`src/rtl/hack_pkg.sv`:
```
// Shared Hack CPU definitions: instruction bit positions, instruction type and jump decode.
package hack_pkg;

   localparam int WORD_W  = 16;

   localparam int INSTR_C = 15;
   localparam int COMP_A  = 12;
   localparam int COMP_HI = 11;
   localparam int COMP_LO = 6;
   localparam int DEST_A  = 5;
   localparam int DEST_D  = 4;
   localparam int DEST_M  = 3;
   localparam int JMP_LT  = 2;
   localparam int JMP_EQ  = 1;
   localparam int JMP_GT  = 0;

   typedef enum logic {
      ITYPE_A = 1'b0,
      ITYPE_C = 1'b1
   } instr_type_e;

   // jmp is {lt, eq, gt}; positive means neither negative nor zero.
   function automatic logic jump_taken(input logic [2:0] jmp, input logic zr, input logic ng);
      return (jmp[JMP_LT] & ng) | (jmp[JMP_EQ] & zr) | (jmp[JMP_GT] & ~ng & ~zr);
   endfunction

endpackage

```
`src/rtl/hack_pc.sv`:
```
// Hack program counter: reset beats load, load beats increment; increment wraps mod 2^PC_W.
module hack_pc
   import hack_pkg::*;
#(
   parameter int PC_W = 15
) (
   input  logic            clk,
   input  logic            rst_n,
   input  logic            load_i,
   input  logic [PC_W-1:0] load_val_i,
   input  logic            inc_i,
   output logic [PC_W-1:0] pc_o
);

   logic [PC_W-1:0] pc_q;
   logic [PC_W-1:0] pc_d;

   always_comb begin
      pc_d = pc_q;
      if (load_i) begin
         pc_d = load_val_i;
      end else if (inc_i) begin
         pc_d = pc_q + PC_W'(1);
      end
   end

   always_ff @(posedge clk) begin
      if (!rst_n) begin
         pc_q <= '0;
      end else begin
         pc_q <= pc_d;
      end
   end

   assign pc_o = pc_q;

endmodule

```
`src/rtl/hack_cpu_ctrl.sv`:
```
// Hack CPU control/register stage feeding an external ALU; single-cycle, one instruction per run cycle.
// Optional HACK_CPU_RETIRE_CNT_EN adds a 32-bit retired-instruction counter output.
module hack_cpu_ctrl
   import hack_pkg::*;
#(
   parameter int PC_W = 15
) (
   input  logic              clk,
   input  logic              rst_n,
   input  logic              run_i,
   input  logic [WORD_W-1:0] instr_i,
   input  logic [WORD_W-1:0] inM_i,
   output logic [WORD_W-1:0] alu_x_o,
   output logic [WORD_W-1:0] alu_y_o,
   output logic              alu_zx_o,
   output logic              alu_nx_o,
   output logic              alu_zy_o,
   output logic              alu_ny_o,
   output logic              alu_f_o,
   output logic              alu_no_o,
   input  logic [WORD_W-1:0] alu_out_i,
   input  logic              alu_zr_i,
   input  logic              alu_ng_i,
   output logic [WORD_W-1:0] outM_o,
   output logic              writeM_o,
   output logic [14:0]       addressM_o,
   output logic [PC_W-1:0]   pc_o
`ifdef HACK_CPU_RETIRE_CNT_EN
   ,output logic [31:0]      retired_o
`endif
);

   logic [WORD_W-1:0] a_q, a_d;
   logic [WORD_W-1:0] d_q, d_d;
   instr_type_e       itype;
   logic              is_c;
   logic              jump;
   logic              unused_bits;

   assign itype       = instr_type_e'(instr_i[INSTR_C]);
   assign is_c        = (itype == ITYPE_C);
   assign unused_bits = ^instr_i[14:13];

   // Controls and operands are driven from the raw bits even for A-instructions.
   assign {alu_zx_o, alu_nx_o, alu_zy_o, alu_ny_o, alu_f_o, alu_no_o} = instr_i[COMP_HI:COMP_LO];
   assign alu_x_o = d_q;
   assign alu_y_o = instr_i[COMP_A] ? inM_i : a_q;

   assign outM_o     = alu_out_i;
   assign writeM_o   = is_c & instr_i[DEST_M] & run_i & rst_n;
   assign addressM_o = a_q[14:0];

   assign jump = is_c & jump_taken(instr_i[JMP_LT:JMP_GT], alu_zr_i, alu_ng_i);

   always_comb begin
      a_d = a_q;
      d_d = d_q;
      if (run_i) begin
         if (!is_c) begin
            a_d = instr_i;
         end else begin
            if (instr_i[DEST_A]) a_d = alu_out_i;
            if (instr_i[DEST_D]) d_d = alu_out_i;
         end
      end
   end

   always_ff @(posedge clk) begin
      if (!rst_n) begin
         a_q <= '0;
         d_q <= '0;
      end else begin
         a_q <= a_d;
         d_q <= d_d;
      end
   end

   // Jump target is the A value held before this edge's write-back.
   hack_pc #(
      .PC_W (PC_W)
   ) u_pc (
      .clk        (clk),
      .rst_n      (rst_n),
      .load_i     (run_i & jump),
      .load_val_i (a_q[PC_W-1:0]),
      .inc_i      (run_i),
      .pc_o       (pc_o)
   );

`ifdef HACK_CPU_RETIRE_CNT_EN
   logic [31:0] ret_q, ret_d;

   always_comb begin
      ret_d = ret_q;
      if (run_i) ret_d = ret_q + 32'd1;
   end

   always_ff @(posedge clk) begin
      if (!rst_n) begin
         ret_q <= '0;
      end else begin
         ret_q <= ret_d;
      end
   end

   assign retired_o = ret_q;
`endif

endmodule

```
`config.mk`:
```
export PLATFORM = sky130hd
export DESIGN_NAME = hack_cpu_ctrl
export DESIGN_NICKNAME = d
export VERILOG_FILES = /design/src/rtl/hack_pkg.sv /design/src/rtl/hack_pc.sv /design/src/rtl/hack_cpu_ctrl.sv
export SDC_FILE = /design/constraint.sdc
export NUM_CORES = 1
export LEC_CHECK = 0
export CAP_MARGIN = 20
export CORE_MARGIN = 4
export CORE_UTILIZATION = 40
export DETAILED_ROUTE_END_ITERATION = 10
export GPL_ROUTABILITY_DRIVEN = 0
export PLACE_DENSITY = 0.81
export SLEW_MARGIN = 10
export SYNTH_ARGS = -nofsm -noshare
export SYNTH_HDL_FRONTEND = slang
export SYNTH_SLANG_ARGS = --single-unit
```
`constraint.sdc`:
```
create_clock -name clk -period 2.68 [get_ports clk]
set_clock_uncertainty 0.05 [all_clocks]
set_input_delay 0.402 -clock clk [delete_from_list [all_inputs] [get_ports clk]]
set_output_delay 0.402 -clock clk [all_outputs]
set_load 0.03 [all_outputs]
```
==> results.cfg <==
[synth]
yosys-top-cells-area = dfxtp_1 (36%), buf_4 (11%), mux2_2 (6.8%)
syn_inst = 313
avgSynthCellArea_um2 = 8.41
synth_edf_count = 0
synth-async-reset-ratio_pct = 0
synth_area_um2 = 2630
synth.top_cell.area_share_pct = 35.8
synthDistinctLibCells = 40
synthMostInstantiatedCell = dfxtp_1
yosysTopAreaCell = dfxtp_1
synth_flop_cell = dfxtp_1
ys_ff_latch = 47
seq_area_frac_synth_pct = 35.8
synth_nets = 367
synth_common_cells = dfxtp_1 (47), nand2_1 (44), buf_4 (37)
synth_warnings = 0

[clock_tree]
post_cts_resized = 0
cts_setup_buffers = 0
holdBufCountCts = 0
htree_num_levels = 2
clock_latency_ns = 0.29
clock_path_buffers = 2
clkTransAtPathRegs_ns = 0.09
clock_sinks = 47
cts_tree = built
numCtsBuffers = 5
ctsRootBufferMaster = clkbuf_8

[worst_setup_path]
start_kind = primary input
crit_type = in2out
critical_path.max_fanout = 17
cp.buffers_inverters = 3
crit_cells = 4
cp_common_cell = clkdlybuf4s50_1
required_ns = 2.23
rr_worst_depth = 5
cp-end-kind = output port
cp_cell_sequence = clkdlybuf4s50_1 > buf_12 > mux2_2 > clkdlybuf4s50_1
slowest_stage = clkdlybuf4s50_1
critPathTopFamily = buffers and inverters
critPathMaxStageDelay_ns = 0.60
critPathArrivalTime_ns = 2.03

[route]
topRoutingLayerUsed = met4
m1WireLength_um = 3310
vias = 2504
wl_met2_um = 3920
dr.pass1.iters = 4
wirelength_um = 8070
drc_errors = 0
initialDrtViolationCount = 83
viasPerCell = 5.16
wire_per_inst_um = 16.6
ant_nets = 0
dr_wl_met3_um = 734

[power_and_ir_drop]
clockPowerShare_pct = 28.7
comb_power_share_pct = 29.6
p_sw_share_pct = 30.7
ir_drop_uv = 355
intPower_uw = 1300
p_leak_uw = 0.00143
power_switching_uw = 575
p_seq_share_pct = 41.7
power_density_nw_per_um2 = 477

[global_routing]
grt_usage_pct = 20.2
grt_max_degree = 31
grt_pass1_vias = 2496
antenna_found_initial = 0
grt_pass1_wl_um = 12400
overflow = 0

[sta]
final-setup-viol-count = 0
slew_headroom_pct = 62.5
fin_setup_tns_ns = 0
post-route-min-period_ns = 2.48
slew_viol_final = 0
min_period_over_period_pct = 92.5
hold_violations = 0
holdWs_ns = 0.413
rsz0062_at_grt = no
tightest_slew_ns = 0.562
clock.fmax_ghz = 0.403

[placed_design]
dp_hpwl_um = 6330
port_buffers = 137
dpl.cell_count = 477

[final_layout]
fin_nets = 461
diodes = 0
drive_gt1_share_pct = 9.31
syn_to_final_growth_pct = 49.0
layout.cells.non_filler = 485

[floorplan]
rows = 29
die_h_um = 89.1
start_util_pct = 41.2
die_w_um = 89.1
ioPinCount = 138
die-area_um2 = 7940
core_um2 = 6390

[status]
status = finished, final reports clean

[worst_hold_path]
hold_depth = 2
hold_path.class = reg2reg

[run]
max-cap-violations = 0
## metal layers
layer,track usage (%),vias up
li1,-,1253
met1,24.9,1144
met2,32.6,99
met3,8.11,8
met4,5.41,0
met5,0,-
## registers in the layout (all words and copies together), names as in the netlist
signal	count
alu_x_o	16
u_pc.pc_o	15
a_q	16
## power groups by stage
| stage | sequential, µW | clock [µW] | combinational [µW] |
|---|---|---|---|
| floorplan | 818 | 0 | 303 |
| global placement | 795 | 0 | 549 |
| detailed placement | 796 | 0 | 556 |
| CTS | 780 | 548 | 558 |
| global route | 786 | 576 | 586 |
| finish | 780 | 537 | 555 |
## kinds of logic after synthesis
family / share of synthesized area [%]
XOR/XNOR: 2.66
AO/OA/AOI/OAI: 15.4
AND/OR/NAND/NOR: 18.9
flip-flops: 35.8
adder cells (fa/ha/maj): 0.475
buffers and inverters: 13.8
multiplexers: 12.9
## placed cells by master, fill, tap and decap left out, drive strengths merged
cell / n
and2: 2
and4: 2
buf: 10
nor2b: 3
nor4: 2
a21oi: 27
nor2: 18
nand2b: 1
or4: 3
nand3: 8
dfxtp: 47
xnor2: 4
o21a: 4
ha: 1
o211ai: 2
or2b: 1
nand2: 44
o22ai: 1
a22o: 1
or4b: 2
nor3b: 1
inv: 2
nor3: 3
nand3b: 1
nand4: 6
mux2: 16
bufinv: 1
xor2: 4
clkbuf: 6
a21boi: 1
clkdlybuf4s50: 134
a31oi: 5
o32ai: 1
clkinv: 2
mux2i: 16
o21ai: 4
and3: 3
a211oi: 19
## path summary, 6_finish.rpt
check	start	end	slack, ns
min	alu_x_o[3]	alu_x_o[3]	0.41
min reg2reg	alu_x_o[3]	alu_x_o[3]	0.41
max	instr_i[12]	alu_y_o[5]	0.20
max reg2reg	u_pc.pc_o[0]	u_pc.pc_o[14]	0.58
## final cells by class
cell class,count,area (µm²)
clock buffer,6,82.6
clock inverter,2,35.0
fill,570,2460
inverter,3,11.3
multi-input combinational,206,1330
sequential,47,941
tap,77,96.3
timing repair buffer,144,1430
## worst reg2reg max path: stages, from the launching register on
cell     delay [ns]
dfxtp_1        0.46
ha_1           0.24
nand2_1        0.12
or4_4          0.46
or4_1          0.52
a31oi_1        0.17
## through the flow
stage	power, µW	instance area (µm²)	setup WS (ns)	util, %
3_5_place_dp	1350	3800	0.197	59.6
2_1_floorplan	1120	2630	0.558	-
3_3_place_gp	1340	3800	0.227	59.6
6_report	1870	3920	0.201	61.4
5_1_grt	1950	3920	0.180	61.4
4_1_cts	1890	3920	0.193	61.4
Note: power is estimated with default switching activity, not from simulation.
